### src/rtl/fetch_decode_unit.sv
// Fetch/decode front end: holds the program counter, issues single-word
// instruction fetches, latches the returned word into IR, decodes its fields,
// and keeps a small status-flag register loaded from the ALU.
//
// state | meaning
// ------+-------------------------------------------------------------
// IDLE  | no fetch outstanding; PC_WRITE starts a fetch at the current PC
// REQ   | fetch outstanding; IMEM_REQ/IMEM_ADDR held until IMEM_ACK
// DONE  | word latched into IR; one-cycle completion slot, then IDLE
module fetch_decode_unit (
  input  logic        CLK,
  input  logic        RST_F,
  input  logic        PC_RST,
  input  logic        PC_WRITE,
  input  logic        PC_SEL,
  input  logic        BR_SEL,
  output logic [15:0] IMEM_ADDR,
  output logic        IMEM_REQ,
  input  logic        IMEM_ACK,
  input  logic [31:0] IMEM_DATA,
  input  logic [3:0]  ALU_FLAGS,
  input  logic        STAT_WE,
  output logic [3:0]  OPCODE,
  output logic [3:0]  MM,
  output logic [15:0] IMM,
  output logic [3:0]  STAT,
  output logic [15:0] PC,
  output logic        IR_VALID,
  output logic        BUSY
);

  typedef enum logic [1:0] {
    S_IDLE = 2'd0,
    S_REQ  = 2'd1,
    S_DONE = 2'd2
  } state_e;

  state_e      state_q;
  logic [15:0] pc_q;
  logic [15:0] pc_d;
  logic [31:0] ir_q;
  logic [15:0] addr_q;
  logic        req_q;
  logic        busy_q;
  logic        ir_valid_q;
  logic [3:0]  stat_q;

  // Next PC; the branch offset is the IMM field of the instruction already in IR.
  // IMM is as wide as PC, so sign extension is the identity and a 16-bit add
  // gives the wrap-around relative branch directly.
  always_comb begin
    pc_d = pc_q;
    if (PC_RST) begin
      pc_d = '0;
    end else if (PC_WRITE) begin
      if (!PC_SEL) begin
        pc_d = pc_q + 16'd1;
      end else if (BR_SEL) begin
        pc_d = ir_q[15:0];
      end else begin
        pc_d = pc_q + ir_q[15:0];
      end
    end
  end

  // PC register; updates on every PC_WRITE regardless of fetch state.
  always_ff @(posedge CLK or negedge RST_F) begin
    if (!RST_F) begin
      pc_q <= '0;
    end else begin
      pc_q <= pc_d;
    end
  end

  // Fetch sequencer with registered request/address/valid outputs.
  // A fetch samples the pre-update PC, so the instruction at PC is fetched
  // while PC itself moves on. PC_RST abandons an outstanding fetch without
  // touching IR.
  always_ff @(posedge CLK or negedge RST_F) begin
    if (!RST_F) begin
      state_q    <= S_IDLE;
      addr_q     <= '0;
      req_q      <= 1'b0;
      busy_q     <= 1'b0;
      ir_valid_q <= 1'b0;
      ir_q       <= '0;
    end else if (PC_RST) begin
      state_q <= S_IDLE;
      req_q   <= 1'b0;
      busy_q  <= 1'b0;
    end else begin
      case (state_q)
        S_IDLE: begin
          if (PC_WRITE) begin
            addr_q     <= pc_q;
            req_q      <= 1'b1;
            busy_q     <= 1'b1;
            ir_valid_q <= 1'b0;
            state_q    <= S_REQ;
          end
        end
        S_REQ: begin
          if (req_q && IMEM_ACK) begin
            ir_q       <= IMEM_DATA;
            req_q      <= 1'b0;
            busy_q     <= 1'b0;
            ir_valid_q <= 1'b1;
            state_q    <= S_DONE;
          end
        end
        S_DONE: begin
          state_q <= S_IDLE;
        end
        default: begin
          state_q <= S_IDLE;
          req_q   <= 1'b0;
          busy_q  <= 1'b0;
        end
      endcase
    end
  end

  // Status flags, loaded from the ALU on request and otherwise held.
  always_ff @(posedge CLK or negedge RST_F) begin
    if (!RST_F) begin
      stat_q <= '0;
    end else if (STAT_WE) begin
      stat_q <= ALU_FLAGS;
    end
  end

  assign IMEM_ADDR = addr_q;
  assign IMEM_REQ  = req_q;
  assign BUSY      = busy_q;
  assign IR_VALID  = ir_valid_q;
  assign PC        = pc_q;
  assign STAT      = stat_q;
  assign OPCODE    = ir_q[31:28];
  assign MM        = ir_q[27:24];
  assign IMM       = ir_q[15:0];

endmodule

### config.mk
export PLATFORM = sky130hd
export DESIGN_NAME = fetch_decode_unit
export DESIGN_NICKNAME = d
export VERILOG_FILES = /design/src/rtl/fetch_decode_unit.sv
export SDC_FILE = /design/constraint.sdc
export NUM_CORES = 1
export LEC_CHECK = 0
export CELL_PAD_IN_SITES_DETAIL_PLACEMENT = 1
export CELL_PAD_IN_SITES_GLOBAL_PLACEMENT = 1
export CORE_MARGIN = 2
export CORE_UTILIZATION = 38
export DETAILED_ROUTE_END_ITERATION = 6
export PLACE_DENSITY = 0.86
export REMOVE_ABC_BUFFERS = 1
export SETUP_SLACK_MARGIN = 0.1
export SLEW_MARGIN = 20
export SYNTH_ARGS = -nofsm -noshare
export SYNTH_HDL_FRONTEND = slang
export SYNTH_SLANG_ARGS = --single-unit
export TNS_END_PERCENT = 30
### constraint.sdc
create_clock -name CLK -period 6.2 [get_ports CLK]
set_input_delay 1.24 -clock CLK [delete_from_list [all_inputs] [get_ports CLK]]
set_output_delay 1.24 -clock CLK [all_outputs]
set_load 0.02 [all_outputs]
Yosys cells after proc, flatten, opt, wreduce, memory -nomap -nowiden
Index checks and enable logic that the tools add are counted.
Operators by class
  reductions and logical operators: 9
  multipliers: 0
  shift-type cells: 0
  div/mod/pow operators: 0
  order comparisons: 0
  muxes and demuxes: 15
  bitwise gates (word level): 1
  equal/unequal tests: 7
  add/sub/neg operators: 2
Operators with widths (number)
  $mux W16: 4
  $add A16 B1 Y16 const B: 1
  $add A16 B16 Y16: 1
  $reduce_and A3 Y1: 3
  $mux W2: 3
  $ne A2 B2 Y1 const B: 3
  $ne A3 B3 Y1 const B: 2
  $mux W1: 5
  $pmux W2 S2: 1
  $reduce_and A4 Y1: 1
  $reduce_bool A2 Y1: 2
  $pmux W1 S3: 1
  $eq A2 B1 Y1 const B: 1
  $eq A2 B2 Y1 const B: 1
  $logic_not A2 Y1: 1
  $pmux W1 S2: 1
  $reduce_and A2 Y1: 1
  $logic_and A1 B1 Y1: 1
  $not A1 Y1: 1
Storage, ports and cells
  memories kept: 0
  memory bits (writable): 0
  bits in read-only memories: 0
  flip-flop bits (word level): 72
  latch bits: 0
  output and inout bits: 63
  bits of input ports: 44
  word-level logic and storage cells: 41

Logic depth before layout (Yosys ltp)
Gate-level depths: netlist of run 1.
  word-level depth: 5
  depth in mapped cells: 9
  gate-level depth less buffers: 9

Worst setup path before layout of run 1
No wires, ideal clock.
  path type: input to register
  start point: in PC_RST
  end point: reg addr_q[10], in the netlist IMEM_ADDR[10]
  stages: 5
  data arrival time: 2.619 ns
  setup slack: 3.456 ns
  cells stage by stage: clkbuf_1 > nand2b_1 > nor3_2 > buf_2 > mux2_2
On the way
  word-level cells in the longest chain between the ends: 2
RTL lines
  start, declared: line 13  | input logic PC_RST,
  $not A1 Y1 (no line)
  $reduce_and A3 Y1 (no line)
  end signal, assigned: line 95  | addr_q <= pc_q;
  end, declared: line 42  | logic [15:0] addr_q;
Every way passes these cells.
A chain may end at the register's enable or synchronous reset.

Worst setup path after layout of run 1
  start point: in PC_RST
  end point: reg addr_q[3], in the netlist IMEM_ADDR[3]
Same word-level chain as after synthesis.

==> results of run 1 <==
cells by family after synthesis:
kind of cell,Yosys count,share of synthesized area
simple gates,176,0.210
compound gates,108,0.182
flops,64,0.420
buf+inv,35,0.0358
mux,22,0.0643
fa+ha+maj,17,0.0578
xor+xnor,13,0.0299
state kept, by name, summed over array words and instances (netlist names):
signal,cells
PC,16
state_q,2
ir_q,24
IMEM_ADDR,16
BUSY,1
STAT,4
IR_VALID,1
stage by stage:
step | hold WS (ns) | power, mW | worst slack [ns] | std cells | instance area, um2
finish | 0.483 | 1.46 | 2.63 | 668 | 5120
global route | 0.505 | 1.53 | 2.47 | 668 | 5120
CTS | 0.489 | 1.46 | 2.61 | 668 | 5120
detailed placement | 0.471 | 1.08 | 2.31 | 652 | 4920
global placement | 0.459 | 1.05 | 2.34 | 652 | 4920
floorplan | 0.516 | 0.823 | 3.48 | 415 | 3730
worst reg2reg max path, stage by stage (launching register included):
cell     delay, ns
dfrtp_1       0.51
ha_1          0.29
inv_1         0.08
fa_1          0.25
nor2b_4       0.06
o31a_4        0.32
o31ai_4       0.29
a21oi_2       0.11
or4b_1        0.46
and3_1        0.21
cell type report:
class,instances,area [um2],area share
Inverter,15,56.3,0.0110
Tap cell,133,166,0.0325
Clock inverter,6,67.6,0.0132
Clock buffer,10,138,0.0269
Multi-Input combinational cell,336,2070,0.405
Timing Repair Buffer,104,1020,0.199
Sequential cell,64,1600,0.313
layout by cell type (no fill, tap or decap), drive strengths merged, types with 3 or more instances in the layout:
| cell type | Yosys | layout |
|---|---|---|
| nor2b | 3 | 3 |
| o211ai | 3 | 3 |
| nor2 | 23 | 23 |
| clkdlybuf4s50 | 0 | 97 |
| or3 | 4 | 4 |
| nor3b | 3 | 3 |
| clkbuf | 18 | 10 |
| a311oi | 3 | 3 |
| inv | 13 | 14 |
| nand2b | 3 | 3 |
| dfrtp | 64 | 64 |
| nand3 | 7 | 7 |
| a211oi | 4 | 4 |
| and3 | 5 | 5 |
| nor4 | 4 | 4 |
| a21o | 5 | 5 |
| ha | 16 | 16 |
| xnor2 | 8 | 8 |
| o32ai | 4 | 4 |
| clkinv | 2 | 4 |
| o22ai | 4 | 4 |
| or4 | 3 | 3 |
| a21oi | 34 | 34 |
| o21a | 5 | 5 |
| buf | 2 | 7 |
| nand4 | 7 | 7 |
| nor3 | 8 | 8 |
| mux2 | 20 | 20 |
| xor2 | 5 | 5 |
| a31oi | 7 | 7 |
| o21ai | 26 | 26 |
| nand2 | 101 | 101 |
metal layers:
layer,vias up,routed length (um),share of wire,global-route usage
li1,1741,-,-,-
met1,1916,5460,0.42,0.302
met2,116,6660,0.51,0.426
met3,27,743,0.057,0.0608
met4,0,267,0.020,0.0936
met5,-,0,0,0
worst paths after layout:
| check | startpoint | end | slack [ns] | cells past startpoint |
|---|---|---|---|---|
| max in group asynchronous | RST_F | ir_q[8] | 4.57 | 2 |
| min | ir_q[31] | ir_q[31] | 0.48 | 2 |
| min reg2reg | ir_q[31] | ir_q[31] | 0.48 | 2 |
| min in group asynchronous | RST_F | STAT[0] | 1.06 | 2 |
| max | PC_RST | IMEM_ADDR[3] | 2.63 | 5 |
| max reg2reg | PC[0] | PC[10] | 3.50 | 9 |
power by group through the flow:
stage                     registers (mW)  logic (mW)  clock network (mW)
final                              0.560       0.517               0.382
after detailed placement           0.565       0.513                   0
after global routing               0.569       0.561               0.403
after CTS                          0.558       0.520               0.385
after floorplan                    0.625       0.198                   0
after global placement             0.561       0.489                   0
==> impl_metrics.tcl, run 1 <==
set metrics [dict create \
    cap_violations 0 \
    yosysMostFrequentCell "nand2_1" \
    slowest_delay_ns 0.82 \
    netlist_top_cells_count "101 x nand2_1, 64 x dfrtp_1, 33 x a21oi_1" \
    timing.final.crit_share 0.576 \
    ioPinCount 107 \
    critPathSlowestCell "clkdlybuf4s50_1" \
    yosysSeqAreaShare 0.420 \
    vdd_drop_max_mv 0.173 \
    synthCells 435 \
    drtIter0Drc 252 \
    clockRootBuffer "clkbuf_8" \
    drt_pre_antenna_iters 4 \
    synth_edf_count 0 \
    cts.clk_slew.worst_paths_ns 0.08 \
    drv_slew 0 \
    critPathMaxFanout 19 \
    cts_setup_buffers 0 \
    clk_latency_ns 0.35 \
    period_minus_slack_ns 3.57 \
    die_area_mm2 0.0109 \
    utilization 0.524 \
    routabilityCongestion 0.851 \
    grt_pass1_wl_mm 21.6 \
    diodes 0 \
    drt_wl_total_mm 13.1 \
    slew_headroom 0.437 \
    antenna_found_initial 0 \
    synth.distinct_cells 54 \
    p_sw_mw 0.541 \
    numCtsBuffers 9 \
    cts_tree "yes" \
    synth-seq-cells 64 \
    die_w_um 104 \
    area_growth_pct 34.4 \
    worstPathBufferInverterCount 2 \
    synth_top_cell_by_area "dfrtp_1" \
    initial_core_util 0.390 \
    hold_viol 0 \
    cp.required_ns 6.43 \
    ys_warn_count 0 \
    drive_gt1_frac 0.0897 \
    grt_pass1_vias 4184 \
    synth_top_cell_area_share 0.420 \
    grt_max_degree 65 \
    htree_levels 3 \
    power.density_mw_per_mm2 285 \
    track_usage 0.248 \
    switching_share 0.371 \
    tightest_slew_ns 0.841 \
    avgSynthCellArea_um2 8.76 \
    combPwrFrac 0.355 \
    ys_top_cells_by_area "dfrtp_1 42%, nand2_1 9.9%, mux2_2 5.9%, ha_1 5.3%, a21oi_1 4.3%" \
    crit_arrival_ns 3.80 \
    core_area_mm2 0.00977 \
    rows 36 \
    cts.sinks 64 \
    p_int_mw 0.918 \
    seq_power_share 0.384 \
    drt-wirelength-per-cell_um 19.6 \
    via_per_inst 5.69 \
    end_kind "flop" \
    crit_chain "clkdlybuf4s50_1, nand2b_1, nor3_2, buf_4, mux2_2" \
    postCtsHoldBufs 0 \
    worst-setup-path-type "in2reg" \
    fillers 1164 \
    setup_tns_ns 0 \
    hpwl_mm 9.15 \
    outcome "finished, final reports clean" \
    cts_resized 0 \
    vias 3800 \
    postRouteAntennaNets 0 \
    clockBufferDepth 2 \
    post-route-drc-count 0 \
    io_buffers 98 \
    hp-class "reg2reg" \
    clock.fmax_ghz 0.280 \
    overflow 0 \
    grt_setup_unrepaired "false" \
    crit_path_start_kind "input pin" \
    setup_viol 0 \
    nNetsFinal 591 \
    ys_dominant_reg_cell "dfrtp_1" \
    dieHeight_um 104 \
    async_flop_share 1.00 \
    netlist_area_mm2 0.00381 \
    power_leakage_nw 2.21 \
    critical_path.top_delay_family "buffers and inverters" \
    power_frac_clock 0.262 \
    skew_ns 0.0122 \
]
(Power assumes the default switching activity.)
==> inputs of run 2 (changes only) <==
--- a/config.mk
+++ b/config.mk
@@ -8,9 +8,9 @@
 export CELL_PAD_IN_SITES_DETAIL_PLACEMENT = 1
 export CELL_PAD_IN_SITES_GLOBAL_PLACEMENT = 1
 export CORE_MARGIN = 2
-export CORE_UTILIZATION = 38
+export CORE_UTILIZATION = 36
 export DETAILED_ROUTE_END_ITERATION = 6
-export PLACE_DENSITY = 0.86
+export PLACE_DENSITY = 0.82
 export REMOVE_ABC_BUFFERS = 1
 export SETUP_SLACK_MARGIN = 0.1
 export SLEW_MARGIN = 20
==> constraint.sdc (replaced) <==
create_clock -name CLK -period 3.38 [get_ports CLK]
set_input_delay 0.676 -clock CLK [delete_from_list [all_inputs] [get_ports CLK]]
set_output_delay 0.676 -clock CLK [all_outputs]
set_load 0.02 [all_outputs]
==> impl_metrics.tcl, run 2 (synthesis results as in run 1) <==
set metrics [dict create \
    worst-setup-path-type "reg2reg" \
    critPathMaxFanout 9 \
    nNetsFinal 594 \
    power_leakage_nw 2.24 \
    postCtsHoldBufs 0 \
    cap_violations 0 \
    tightest_slew_ns 0.883 \
    initial_core_util 0.369 \
    hpwl_mm 9.21 \
    grt_pass1_vias 3864 \
    drt_wl_total_mm 12.7 \
    hold_end "ir_q[30]" \
    hold_depth 2 \
    timing.final.crit_share 0.784 \
    track_usage 0.231 \
    period_minus_slack_ns 2.65 \
    cts.clk_slew.worst_paths_ns 0.08 \
    hold_slack_ns 0.482 \
    via_per_inst 5.48 \
    fin_ws_ns 0.731 \
    drv_slew 0 \
    stdcell_area_mm2 0.00518 \
    drive_gt1_frac 0.0929 \
    ioPinCount 107 \
    drtIter0Drc 173 \
    drt-wirelength-per-cell_um 18.8 \
    die_area_mm2 0.0114 \
    utilization 0.502 \
    htree_levels 3 \
    vias 3691 \
    dieHeight_um 107 \
    register_area_mm2 0.00160 \
    rows 37 \
    place_ws_ns 0.619 \
    outcome "finished, final reports clean" \
    power.density_mw_per_mm2 535 \
    skew_ns 0.00844 \
    hold_viol 0 \
    vdd_drop_max_mv 0.321 \
    hp-class "reg2reg" \
    overflow 0 \
    final_cells 674 \
    reg2reg_depth 9 \
    r2r_end "PC[10]" \
    antenna_found_initial 0 \
    crit_path_start_kind "flop" \
    cts_resized 0 \
    regMostFlops "ir_q" \
    slew_headroom 0.411 \
    cts.sinks 64 \
    largest_reg_flops 24 \
    setup_viol 0 \
    dpl_cell_area_mm2 0.00495 \
    cp.required_ns 3.62 \
    postRouteAntennaNets 0 \
    crit_arrival_ns 2.89 \
    dp.cells 658 \
    clock.fmax_ghz 0.378 \
    multi_input_area_mm2 0.00207 \
    die_w_um 107 \
    p_total_mw 2.77 \
    final_common_cell "nand2_1" \
    cts_setup_buffers 0 \
    drt_pre_antenna_iters 5 \
    clockRootBuffer "clkbuf_8" \
    core_area_mm2 0.0103 \
    clockBufferDepth 2 \
    clk_latency_ns 0.35 \
    timing.rr.start "PC[0]" \
    cts_tree "yes" \
    grt_setup_unrepaired "false" \
    numCtsBuffers 9 \
    area_growth_pct 35.9 \
    setup_tns_ns 0 \
    min_from "ir_q[30]" \
    io_buffers 98 \
    grt_pass1_wl_mm 20.5 \
    grt_max_degree 65 \
    layout_common_cells "101 x nand2_1, 97 x clkdlybuf4s50_1, 64 x dfrtp_1, 33 x a21oi_1, 23 x nor2_1" \
    rrSetupSlack_ns 0.73 \
    post-route-drc-count 0 \
    diodes 0 \
    fillers 1208 \
    end_kind "flop" \
    routabilityCongestion 0.880 \
]
## run 2: changes by cell type in the layout (fill, tap and decap cells not counted)
cell | before | now
buf_4 | 6 | 9
bufinv_16 | 1 | 3
clkbuf_1 | 0 | 1
clkbuf_8 | 10 | 9
clkinv_2 | 1 | 2
clkinv_4 | 1 | 0
clkinvlp_4 | 2 | 1
inv_6 | 1 | 0
## run 2: cell type report
class | count | share of cell area
Multi-Input combinational cell | 336 | 0.400
Sequential cell | 64 | 0.309
Timing Repair Buffer | 107 | 0.201
Tap cell | 136 | 0.0328
Clock buffer | 10 | 0.0246
Clock inverter | 6 | 0.0208
Inverter | 15 | 0.0109
## run 2: how the worst max path moves through the flow
stage,end,slack (ns),depth (start not counted),start
after global routing,PC[10],0.59,9,PC[0]
after global placement,PC[15],0.77,7,PC_WRITE
after CTS,PC[10],0.72,9,PC[0]
after detailed placement,PC[15],0.62,7,PC_WRITE
final,PC[10],0.73,9,PC[0]
after floorplan,PC[10],0.92,9,PC[0]
## run 2: worst max-delay path, stage by stage, from the launching register on
cell     delay, ns
dfrtp_1       0.50
ha_1          0.28
inv_1         0.09
fa_1          0.26
nor2b_4       0.06
o31a_4        0.32
o31ai_4       0.30
a21oi_2       0.10
or4b_1        0.45
and3_1        0.19
## run 2: layer usage
metal	wire, um	GRT usage	vias to the layer above	share of wire
met5	0	0	-	0
met4	216	0.0584	0	0.017
met3	562	0.0474	20	0.044
met2	6270	0.393	95	0.49
met1	5620	0.299	1825	0.44
li1	-	-	1751	-
## run 2: report_power, final
part | internal [mW] | total [mW] | switching, mW
Sequential | 0.885 | 1.03 | 0.142
Combinational | 0.436 | 0.938 | 0.502
Clock | 0.488 | 0.808 | 0.321
==> inputs of run 3 (changes only) <==
--- a/config.mk
+++ b/config.mk
@@ -8,9 +8,9 @@
 export CELL_PAD_IN_SITES_DETAIL_PLACEMENT = 1
 export CELL_PAD_IN_SITES_GLOBAL_PLACEMENT = 1
 export CORE_MARGIN = 2
-export CORE_UTILIZATION = 36
+export CORE_UTILIZATION = 32
 export DETAILED_ROUTE_END_ITERATION = 6
-export PLACE_DENSITY = 0.82
+export PLACE_DENSITY = 0.77
 export REMOVE_ABC_BUFFERS = 1
 export SETUP_SLACK_MARGIN = 0.1
 export SLEW_MARGIN = 20
==> constraint.sdc (replaced) <==
create_clock -name CLK -period 2.2 [get_ports CLK]
set_input_delay 0.44 -clock CLK [delete_from_list [all_inputs] [get_ports CLK]]
set_output_delay 0.44 -clock CLK [all_outputs]
set_load 0.02 [all_outputs]
==> impl_metrics.tcl, run 3 (synthesis results as in run 1) <==
set metrics [dict create \
    clock.fmax_ghz 0.431 \
    cts_tree "yes" \
    regMostFlops "ir_q" \
    vdd_drop_max_mv 0.641 \
    drive_gt1_frac 0.246 \
    fin_ws_ns -0.122 \
    combPwrFrac 0.380 \
    timing.final.crit_share 1.06 \
    skew_ns 0.00715 \
    overflow 0 \
    layout_common_cells "100 x nand2_1, 97 x clkdlybuf4s50_1, 75 x buf_4, 64 x dfrtp_1, 26 x a21oi_1" \
    critPathSlowestCell "dfrtp_1" \
    drv_slew 0 \
    routabilityCongestion 0.824 \
    cp.required_ns 2.44 \
    hold_viol 0 \
    post-route-drc-count 1 \
    drt-wirelength-per-cell_um 19.7 \
    power_leakage_nw 2.66 \
    clockBufferDepth 2 \
    cts.sinks 64 \
    crit_chain "ha_2, inv_2, fa_2, nor2b_4, o31a_4, buf_6, buf_4, o21a_1, o21ai_1, nand3b_1, a311oi_2" \
    power_frac_clock 0.319 \
    area_growth_pct 58.5 \
    slew_headroom 0.708 \
    largest_reg_flops 24 \
    outcome "complete, but fails checks" \
    hpwl_mm 10.4 \
    drt_pre_antenna_iters 6 \
    place_ws_ns -0.185 \
    clockRootBuffer "clkbuf_16" \
    p_sw_mw 1.70 \
    setup_tns_ns -0.471 \
    die_w_um 113 \
    hold_slack_ns 0.109 \
    tightest_slew_ns 0.436 \
    switching_share 0.338 \
    die_area_mm2 0.0128 \
    nNetsFinal 666 \
    track_usage 0.228 \
    seq_power_share 0.301 \
    slowest_delay_ns 0.39 \
    p_int_mw 3.33 \
    crit_path_start_kind "flop" \
    worst-setup-path-type "reg2reg" \
    via_per_inst 5.46 \
    rows 39 \
    violations "design-rule violations, negative setup slack" \
    crit_arrival_ns 2.56 \
    io_buffers 98 \
    final_common_cell "nand2_1" \
    grt_max_degree 65 \
    antenna_found_initial 0 \
    power.density_mw_per_mm2 833 \
    dieHeight_um 113 \
    hp-class "in2async" \
    core_area_mm2 0.0115 \
    initial_core_util 0.331 \
    worstPathBufferInverterCount 3 \
    numCtsBuffers 9 \
    postRouteAntennaNets 0 \
    drtIter0Drc 178 \
    ioPinCount 107 \
    drt_wl_total_mm 14.9 \
    clk_latency_ns 0.34 \
    setup_viol 6 \
    grt_pass1_vias 4331 \
    grt_pass1_wl_mm 22.7 \
    end_kind "flop" \
    critical_path.top_delay_family "compound AO/OA/AOI/OAI gates" \
    period_minus_slack_ns 2.32 \
    cap_violations 0 \
    grt_setup_unrepaired "true" \
    critPathMaxFanout 3 \
    cts.clk_slew.worst_paths_ns 0.06 \
    diodes 0 \
    vias 4114 \
    htree_levels 3 \
]
-- run 3: changes by cell type in the layout (fill, tap and decap cells not counted), moves of 5 or more --
| cell | change |
|---|---|
| a21oi_1 | -7 |
| a21oi_2 | +5 |
| buf_4 | +66 |
| clkbuf_16 | +9 |
| clkbuf_8 | -8 |
| ha_1 | -7 |
| ha_4 | +6 |
-- run 3: routing by layer --
layer / wire [um] / GRT usage / vias to the layer above
met5: 0 / 0 / -
met4: 363 / 0.0854 / 0
met3: 913 / 0.0541 / 36
met2: 7690 / 0.400 / 147
met1: 5890 / 0.270 / 2038
li1: - / - / 1893
-- run 3: final cells by class --
cell class	count	area [um2]
inverter	15	56.3
sequential	64	1600
clock buffer	10	239
fill	1316	5480
clock inverter	6	91.3
multi-input combinational	336	2250
timing repair buffer	179	1620
tap	143	179
-- run 3: worst reg2reg max path: stages, from the launching register on --
cell	delay [ns]
dfrtp_1	0.39
ha_2	0.21
inv_2	0.06
fa_2	0.22
nor2b_4	0.06
o31a_4	0.31
buf_6	0.13
buf_4	0.13
o21a_1	0.20
o21ai_1	0.17
nand3b_1	0.14
a311oi_2	0.22
-- run 3: final timing paths --
path                           from            end  slack, ns  cells past startpoint
min                           RST_F       ir_q[26]       0.11                      2
max in group asynchronous     RST_F  IMEM_ADDR[11]       1.80                      2
max reg2reg                   PC[0]          PC[6]      -0.12                     11
max                           PC[0]          PC[6]      -0.12                     11
min in group CLK           ir_q[25]       ir_q[25]       0.48                      2
min reg2reg                ir_q[25]       ir_q[25]       0.48                      2
-- run 3: power by group through the flow --
| stage | Combinational, mW | Sequential, mW | Clock [mW] |
|---|---|---|---|
| floorplan | 0.557 | 1.76 | 0 |
| global placement | 1.69 | 1.50 | 0 |
| detailed placement | 1.74 | 1.51 | 0 |
| CTS | 1.80 | 1.50 | 1.64 |
| global route | 2.05 | 1.54 | 1.68 |
| finish | 1.91 | 1.51 | 1.61 |
-- run 3: what timing repair did --
| action | in CTS | in global routing |
|---|---|---|
| gates resized for setup | 13 | 21 |
| endpoints found under the setup margin | 11 | 12 |
| setup buffers | 5 | 6 |
| hold buffers | 0 | 0 |
| pin swaps | 14 | 11 |
-- run 3: per-stage QoR --
step / instances / util / area [um2] / power [mW]
floorplan: 415 / - / 3730 / 2.32
global placement: 726 / 0.472 / 5440 / 3.20
detailed placement: 726 / 0.472 / 5440 / 3.26
CTS: 747 / 0.509 / 5860 / 4.93
global route: 753 / 0.525 / 6040 / 5.26
finish: 753 / 0.525 / 6040 / 5.03
